[src/rtl/player_dir_input_ctrl.sv]
// Per-player direction input front end: sync, debounce, heading resolve, round-robin event queue.
// Optional PS2_DIR_EN adds a keyboard scan-code path that sets headings directly.
module player_dir_input_ctrl #(
    parameter int NUM_PLAYERS     = 2,
    parameter int DEBOUNCE_CYCLES = 500000,
    parameter int CNT_W           = 20,
    parameter int PID_W           = 3
) (
    input  logic                       clock,
    input  logic                       resetn,
    input  logic [4*NUM_PLAYERS-1:0]   dir_raw,
    output logic [2*NUM_PLAYERS-1:0]   dir_held,
    output logic [NUM_PLAYERS-1:0]     dir_known,
    output logic                       evt_valid,
    output logic [PID_W-1:0]           evt_player,
    output logic [1:0]                 evt_dir,
    input  logic                       evt_ack
`ifdef PS2_DIR_EN
    ,
    input  logic                       ps2_key_pressed,
    input  logic [7:0]                 ps2_out
`endif
);

    localparam logic [CNT_W-1:0] CNT_LAST = CNT_W'(DEBOUNCE_CYCLES - 1);

    logic [4*NUM_PLAYERS-1:0]             sync1_q, sync1_d, sync2_q, sync2_d;
    logic [NUM_PLAYERS-1:0][3:0]          cand_q, cand_d, stable_q, stable_d;
    logic [NUM_PLAYERS-1:0][CNT_W-1:0]    cnt_q, cnt_d;
    logic [NUM_PLAYERS-1:0]               chg_q, chg_d;
    logic [NUM_PLAYERS-1:0][1:0]          held_q, held_d;
    logic [NUM_PLAYERS-1:0]               known_q, known_d;
    logic [NUM_PLAYERS-1:0]               pending_q, pending_d;
    logic [PID_W-1:0]                     rr_q, rr_d;
    logic                                 evt_valid_q, evt_valid_d;
    logic [PID_W-1:0]                     evt_player_q, evt_player_d;
    logic [1:0]                           evt_dir_q, evt_dir_d;

    logic [NUM_PLAYERS-1:0]               res_vld, set_mask;
    logic [NUM_PLAYERS-1:0][1:0]          res_hdg;
    logic [NUM_PLAYERS-1:0]               ps2_vld;
    logic [NUM_PLAYERS-1:0][1:0]          ps2_hdg;
    logic                                 found;
    int                                   sel, idx;
    logic [1:0]                           sel_dir;

    always_comb begin
        sync1_d = dir_raw;
        sync2_d = sync1_q;
    end

    // chg_d flags a real change of the debounced vector so the resolver acts once per change
    always_comb begin
        cand_d   = cand_q;
        cnt_d    = cnt_q;
        stable_d = stable_q;
        chg_d    = '0;
        for (int p = 0; p < NUM_PLAYERS; p++) begin
            if (sync2_q[4*p +: 4] != cand_q[p]) begin
                cand_d[p] = sync2_q[4*p +: 4];
                cnt_d[p]  = '0;
            end else if (cnt_q[p] == CNT_LAST) begin
                stable_d[p] = cand_q[p];
                chg_d[p]    = (cand_q[p] != stable_q[p]);
            end else begin
                cnt_d[p] = cnt_q[p] + CNT_W'(1);
            end
        end
    end

`ifdef PS2_DIR_EN
    localparam int P1 = (NUM_PLAYERS >= 2) ? 1 : 0;
    logic brk_q, brk_d;

    // 0xE0 prefixes are skipped outright; 0xF0 swallows the next code byte
    always_comb begin
        brk_d   = brk_q;
        ps2_vld = '0;
        ps2_hdg = '0;
        if (ps2_key_pressed) begin
            if (ps2_out == 8'hF0) begin
                brk_d = 1'b1;
            end else if (ps2_out != 8'hE0) begin
                brk_d = 1'b0;
                if (!brk_q) begin
                    case (ps2_out)
                        8'h1D: begin ps2_vld[0] = 1'b1; ps2_hdg[0] = 2'd0; end
                        8'h23: begin ps2_vld[0] = 1'b1; ps2_hdg[0] = 2'd1; end
                        8'h1B: begin ps2_vld[0] = 1'b1; ps2_hdg[0] = 2'd2; end
                        8'h1C: begin ps2_vld[0] = 1'b1; ps2_hdg[0] = 2'd3; end
                        8'h75: if (NUM_PLAYERS >= 2) begin ps2_vld[P1] = 1'b1; ps2_hdg[P1] = 2'd0; end
                        8'h74: if (NUM_PLAYERS >= 2) begin ps2_vld[P1] = 1'b1; ps2_hdg[P1] = 2'd1; end
                        8'h72: if (NUM_PLAYERS >= 2) begin ps2_vld[P1] = 1'b1; ps2_hdg[P1] = 2'd2; end
                        8'h6B: if (NUM_PLAYERS >= 2) begin ps2_vld[P1] = 1'b1; ps2_hdg[P1] = 2'd3; end
                        default: ;
                    endcase
                end
            end
        end
    end

    always_ff @(posedge clock or negedge resetn) begin
        if (!resetn) brk_q <= 1'b0;
        else         brk_q <= brk_d;
    end
`else
    assign ps2_vld = '0;
    assign ps2_hdg = '0;
`endif

    // Zero or multiple bits keep the previous heading; a keyboard hit overrides the switch path
    always_comb begin
        res_vld = '0;
        res_hdg = '0;
        for (int p = 0; p < NUM_PLAYERS; p++) begin
            if (chg_q[p]) begin
                case (stable_q[p])
                    4'b0001: begin res_vld[p] = 1'b1; res_hdg[p] = 2'd0; end
                    4'b0010: begin res_vld[p] = 1'b1; res_hdg[p] = 2'd1; end
                    4'b0100: begin res_vld[p] = 1'b1; res_hdg[p] = 2'd2; end
                    4'b1000: begin res_vld[p] = 1'b1; res_hdg[p] = 2'd3; end
                    default: ;
                endcase
            end
            if (ps2_vld[p]) begin
                res_vld[p] = 1'b1;
                res_hdg[p] = ps2_hdg[p];
            end
        end
    end

    always_comb begin
        held_d   = held_q;
        known_d  = known_q;
        set_mask = '0;
        for (int p = 0; p < NUM_PLAYERS; p++) begin
            if (res_vld[p] && (res_hdg[p] != held_q[p] || !known_q[p])) begin
                held_d[p]   = res_hdg[p];
                known_d[p]  = 1'b1;
                set_mask[p] = 1'b1;
            end
        end
    end

    always_comb begin
        found   = 1'b0;
        sel     = 0;
        idx     = 0;
        sel_dir = '0;
        for (int i = 0; i < NUM_PLAYERS; i++) begin
            idx = int'(rr_q) + i;
            if (idx >= NUM_PLAYERS) idx = idx - NUM_PLAYERS;
            for (int j = 0; j < NUM_PLAYERS; j++) begin
                if (!found && j == idx && pending_q[j]) begin
                    found = 1'b1;
                    sel   = j;
                end
            end
        end
        for (int j = 0; j < NUM_PLAYERS; j++) begin
            if (j == sel) sel_dir = held_q[j];
        end
    end

    // Pending survives an ack when the heading moved on after the event was loaded
    always_comb begin
        evt_valid_d  = evt_valid_q;
        evt_player_d = evt_player_q;
        evt_dir_d    = evt_dir_q;
        rr_d         = rr_q;
        pending_d    = pending_q;
        if (evt_valid_q) begin
            if (evt_ack) begin
                evt_valid_d = 1'b0;
                rr_d = (evt_player_q == PID_W'(NUM_PLAYERS - 1)) ? '0 : evt_player_q + PID_W'(1);
                for (int p = 0; p < NUM_PLAYERS; p++) begin
                    if (PID_W'(p) == evt_player_q && held_q[p] == evt_dir_q) pending_d[p] = 1'b0;
                end
            end
        end else if (found) begin
            evt_valid_d  = 1'b1;
            evt_player_d = PID_W'(sel);
            evt_dir_d    = sel_dir;
        end
        pending_d = pending_d | set_mask;
    end

    always_ff @(posedge clock or negedge resetn) begin
        if (!resetn) begin
            sync1_q      <= '0;
            sync2_q      <= '0;
            cand_q       <= '0;
            cnt_q        <= '0;
            stable_q     <= '0;
            chg_q        <= '0;
            held_q       <= '0;
            known_q      <= '0;
            pending_q    <= '0;
            rr_q         <= '0;
            evt_valid_q  <= 1'b0;
            evt_player_q <= '0;
            evt_dir_q    <= '0;
        end else begin
            sync1_q      <= sync1_d;
            sync2_q      <= sync2_d;
            cand_q       <= cand_d;
            cnt_q        <= cnt_d;
            stable_q     <= stable_d;
            chg_q        <= chg_d;
            held_q       <= held_d;
            known_q      <= known_d;
            pending_q    <= pending_d;
            rr_q         <= rr_d;
            evt_valid_q  <= evt_valid_d;
            evt_player_q <= evt_player_d;
            evt_dir_q    <= evt_dir_d;
        end
    end

    assign dir_held   = held_q;
    assign dir_known  = known_q;
    assign evt_valid  = evt_valid_q;
    assign evt_player = evt_player_q;
    assign evt_dir    = evt_dir_q;

endmodule

[config.mk]
export PLATFORM = sky130hd
export DESIGN_NAME = player_dir_input_ctrl
export DESIGN_NICKNAME = d
export VERILOG_FILES = /design/src/rtl/player_dir_input_ctrl.sv
export SDC_FILE = /design/constraint.sdc
export NUM_CORES = 1
export LEC_CHECK = 0
export BUFFER_PORTS_ARGS = -buffer_cell sky130_fd_sc_hd__buf_2
export CAP_MARGIN = 20
export CORE_ASPECT_RATIO = 1.25
export CORE_MARGIN = 5
export CORE_UTILIZATION = 45
export DETAILED_ROUTE_END_ITERATION = 12
export PLACE_DENSITY_LB_ADDON = 0.25
export SLEW_MARGIN = 10
export SYNTH_ARGS = -nofsm -noshare
export SYNTH_HDL_FRONTEND = slang
export SYNTH_SLANG_ARGS = --single-unit
export TNS_END_PERCENT = 100
[constraint.sdc]
create_clock -name clock -period 3.3 [get_ports clock]
set_input_delay 0.33 -clock clock [delete_from_list [all_inputs] [get_ports clock]]
set_output_delay 0.33 -clock clock [all_outputs]
set_load 0.02 [all_outputs]
; ---- After elaboration in Yosys (flattened, before gate mapping)
; Cells that the tools add are included.
[classes]
n_addsub = 6
n_reduce_logical = 28
n_div = 0
n_shift = 0
bitwise_logic = 4
n_eq_ne = 25
n_mux = 37
multipliers = 0
order_cmp = 2
[op_table]
columns = op, count
row1 = two-way mux 32 bit, 4
row2 = "equality test 2 x 32 -> 1 bit, first input constant", 3
row3 = zero test 32 bit, 3
row4 = two-way mux 20 bit, 4
row5 = "adder 20 x 1 -> 20 bit, second input constant", 2
row6 = "equality test 20 x 19 -> 1 bit, second input constant", 2
row7 = two-way mux 1 bit, 20
row8 = != test 4 bit, 4
row9 = two-way mux 2 bit, 6
row10 = case mux 2 bit (3 select lines), 2
row11 = logical AND 1 bit, 11
row12 = "equality test 4 x 1 -> 1 bit, second input constant", 2
row13 = "equality test 4 x 2 -> 1 bit, second input constant", 2
row14 = "equality test 4 x 3 -> 1 bit, second input constant", 2
row15 = "equality test 4 bit, second input constant", 2
row16 = AND reduction 2 bit, 4
row17 = OR reduction 4 bit, 2
row18 = zero test 1 bit, 5
row19 = "subtractor 4 x 2 -> 5 bit, second input constant", 1
row20 = "adder 3 x 1 -> 4 bit, second input constant", 1
row21 = equality test 2 bit, 2
row22 = ">= comparator 4 x 2 -> 1 bit, second input constant", 1
row23 = != test 2 bit, 2
row24 = "!= test 2 bit, second input constant", 2
row25 = 10 further kinds, 13
[totals]
regBits = 91
word_cells = 120
inputBits = 11
romBits = 0
mem_count = 0
out_inout_bits = 12
ramBits = 0
latchBits = 0

; ---- Depth between registers and ports, before layout
[depth]
depth_word = 20
ltp_mapped = 6
depth_no_buf = 5

; ---- Least setup slack after synthesis
; No wires, ideal clock.
[synth_timing]
kind = flip-flop to flip-flop
startpoint = register cnt_q[32] (netlist bit)
endpoint = register stable_q[4] (netlist bit)
arrival_ns = 1.927
n_path_buf = 0
required_ns = 3.175
path_slack_ns = 1.248
setup_time_ns = 0.125
period_less_slack_ns = 2.052
path_stages_with_launch = 5
cell_sequence = dfrtp_1 or4b_1 nor4b_4 nand3_4 mux2_4
[synth_via]
elab_chain_len = 2
[synth_lines]
columns = element, line
row1 = "start, declared", 29  ; logic [NUM_PLAYERS-1:0][CNT_W-1:0] cnt_q, cnt_d;
row2 = "start signal, assigned", 207  ; cnt_q <= cnt_d;
row3 = equality test 20 x 19 -> 1 bit, 62  ; end else if (cnt_q[p] == CNT_LAST) begin
row4 = AND reduction 2 bit (no source line), --
row5 = "end signal, assigned", 208  ; stable_q <= stable_d;
row6 = "end, declared", 28  ; logic [NUM_PLAYERS-1:0][3:0] cand_q, cand_d, stable_q, stable_d;
; No other way between the ends.
; A chain may end at the register's enable or synchronous reset.

; ---- Final worst setup path
[layout_timing]
startpoint = register cnt_q[32] (netlist bit)
endpoint = register stable_q[7] (netlist bit)
; The elaborated chain is that of the path after synthesis.

==> flow_summary.ini <==
[detailed_routing]
vias_per_cell = 5.580
drt_wl_total_um = 7547
wl_per_cell_um = 13.95
route.detailed.drc = 0
vias = 3019
drtPass1Iterations = 4
ant_nets = 0
drt-initial-drc-count = 94

[setup_path]
cp-start-kind = flop
critPathMaxFanout = 9
critPathBufInv = 0
worstSetupPathType = flop to flop
startpoint = cnt_q[32]
worstReg2RegEnd = stable_q[7]
critPathCaptureType = flop
worstPathCellList = or4b_1, nor4b_4, nand3_4, mux2_4
reg2reg_from = cnt_q[32]
cp.required_ps = 3530
max_stage_delay_ps = 600
rr_worst_depth = 4
cp.arrival_ps = 2430
regToRegSetupSlack_ps = 1100
worst_path_max_delay_cell = or4b_1
cp_num_cells = 4
cp_top_family = simple AND/OR/NAND/NOR gates

[clocking]
cts.sink_count = 87
cts_buffer_depth = 2
path_clk_slew_ps = 70
cts-resized-gates = 0
cts_hold_buf = 0
post-cts-setup-buffers = 0
insertion_delay_ps = 350
cts_buffers = 9
cts_tree = done
htreeDepth = 3
clockRootBuffer = clkbuf_16

[yosys]
yosys-top-cells-count = dfrtp_1 (87), nand2_1 (28), a21oi_1 (24), clkbuf_1 (23), xnor2_1 (23)
syn-cell-area_sq_mm = 0.004247
synth_cells = 406
syn-mean-instance-area_sq_um = 10.46
synth_top_flop_cell = dfrtp_1
yosys.area.top_type = dfrtp_1
yosys_warnings = 0
ys_ff_latch = 87
seq_area_frac_synth_pct = 51.27
synth_top_area_share_pct = 51.27
ys_async_sr_fraction_pct = 100.0
synth.distinct_cells = 56
synth.most_common_cell = dfrtp_1
synth_edf_count = 0
netlist_top_cells_area = dfrtp_1 (51%), xnor2_1 (4.7%), xor2_1 (3.7%)

[final_layout]
syn_to_final_growth_pct = 10.87
fill_cells = 849
drive_gt1_share_pct = 13.88
antennaDiodeCount = 0
final_area_sq_mm = 0.004708
fin_nets = 426

[pwr]
p_sw_mw = 0.5830
ir_worst_vdd_v = 0.0003473
comb_power_share_pct = 5.4
p_per_area_mw_per_mm2 = 483.1
switching_share_pct = 25.63
power_frac_seq_pct = 50.1
finalPower_mw = 2.275
clkPwrFrac_pct = 44.5
p_int_mw = 1.692
power_leakage_nw = 1.950

[timing]
fin_crit_ps = 2197
max_slew_margin_pct = 45.68
fin_setup_tns_ps = 0
post-route-period-util_pct = 66.59
setup_violations = 0
tightest_slew_ps = 814.8
hold_viol = 0
whs_ps = 83.81
fmax_mhz = 455.1
final.setup_skew_ps = 8.287
maxSlewViolCount = 0
rsz0062_at_grt = false

[place]
post-dp-hpwl_um = 5244
gp_congestion = 0.8068
placed_area_sq_mm = 0.004392
port_buffers = 20

[hold_path]
hold_path_class = primary input to asynchronous set/reset pin

[floorplanning]
start_util_pct = 46.29
die_w_um = 96.89
fp.coreArea_sq_mm = 0.009174
io_pins = 23
rows = 39
die_h_um = 118.6
die_area_sq_mm = 0.01149

[outcome]
run_status = finished, final reports clean

[global_routing]
grt_antenna_before_repair = 0
first_global_vias = 2942
grtUsageTotal_pct = 14.27
grt_max_degree = 69
grt_pass1_wl_um = 13580
grt_overflow = 0

[flow_run]
maxCapViolCount = 0
stage by stage:
stage                     util (%)  setup WS (ps)  cells
after detailed placement     47.87           1119    525
after global routing         51.32          989.4    541
after floorplan                  -           1248    407
after global placement       47.87           1156    525
final                        51.32           1103    541
after CTS                    51.32           1104    541
final cells by class:
class | count | area (sq um) | share of cell area, %
Tap cell | 123 | 153.9 | 3.269
Multi-Input combinational cell | 284 | 1902 | 40.39
Timing Repair Buffer | 24 | 132.6 | 2.817
Inverter | 7 | 26.28 | 0.5581
Clock buffer | 9 | 225.2 | 4.783
Sequential cell | 87 | 2177 | 46.24
Clock inverter | 7 | 91.34 | 1.940
registers in the layout, summed over array words and instances, names as in the netlist, 4 cells and up:
signal,flops
sync1_q,8
sync2_q,8
cand_q,8
cnt_q,40
stable_q,8
dir_held,4
worst max-delay path by stage:
| stage | to |
|---|---|
| 2_1_floorplan | stable_q[4] |
| 3_3_place_gp | stable_q[6] |
| 3_5_place_dp | stable_q[7] |
| 4_1_cts | stable_q[7] |
| 5_1_grt | chg_q[1] |
| 6_report | stable_q[7] |
cell usage in the layout, fill, tap and decap left out, drive strengths merged, types with 4 or more instances in the layout:
cell | synthesis | layout
nand4 | 18 | 18
nor4 | 8 | 8
nand3 | 20 | 20
a2111o | 4 | 4
clkbuf | 24 | 9
o31ai | 8 | 8
and4 | 7 | 7
or3 | 6 | 6
and3 | 4 | 4
mux2 | 8 | 8
xor2 | 18 | 18
inv | 7 | 9
dfrtp | 87 | 87
clkinv | 0 | 5
buf | 5 | 24
nor2 | 21 | 21
nand2b | 6 | 6
a21oi | 24 | 24
or4 | 8 | 8
mux2i | 4 | 4
nor3 | 12 | 12
o21ai | 18 | 18
nand2 | 28 | 28
xnor2 | 23 | 23
worst reg2reg max path, cell delays in order, from the launching register on:
cell and delay [ps]:
dfrtp_1 430, or4b_1 600, nor4b_4 560, nand3_4 170, mux2_4 330
cells by family after synthesis:
| family | count (synthesis) | synth area share, % |
|---|---|---|
| xor gates and xnor gates | 41 | 8.456 |
| other | 1 | 0.08831 |
| DFF | 87 | 51.27 |
| and+or+nand+nor | 151 | 20.51 |
| adders and majority gates | 2 | 0.5892 |
| muxes | 12 | 3.418 |
| buffers and inverters | 36 | 4.036 |
| AOI/OAI and AO/OA | 76 | 11.64 |
power groups by stage:
| stage | clock, mW | combinational, mW | sequential [mW] |
|---|---|---|---|
| after floorplan | 0 | 0.0620 | 1.17 |
| after global placement | 0 | 0.124 | 1.16 |
| after detailed placement | 0 | 0.126 | 1.16 |
| after CTS | 1.05 | 0.126 | 1.14 |
| after global routing | 1.10 | 0.139 | 1.15 |
| final | 1.01 | 0.122 | 1.14 |
per-layer routing:
metal / GRT usage [%] / vias to the layer above / wire [um]
met3: 3.064 / 8 / 235
li1: - / 1491 / -
met2: 23.79 / 37 / 3791
met4: 6.585 / 0 / 114
met1: 17.71 / 1483 / 3405
met5: 0 / - / 0
No activity file was read; power rests on OpenSTA's default activity.
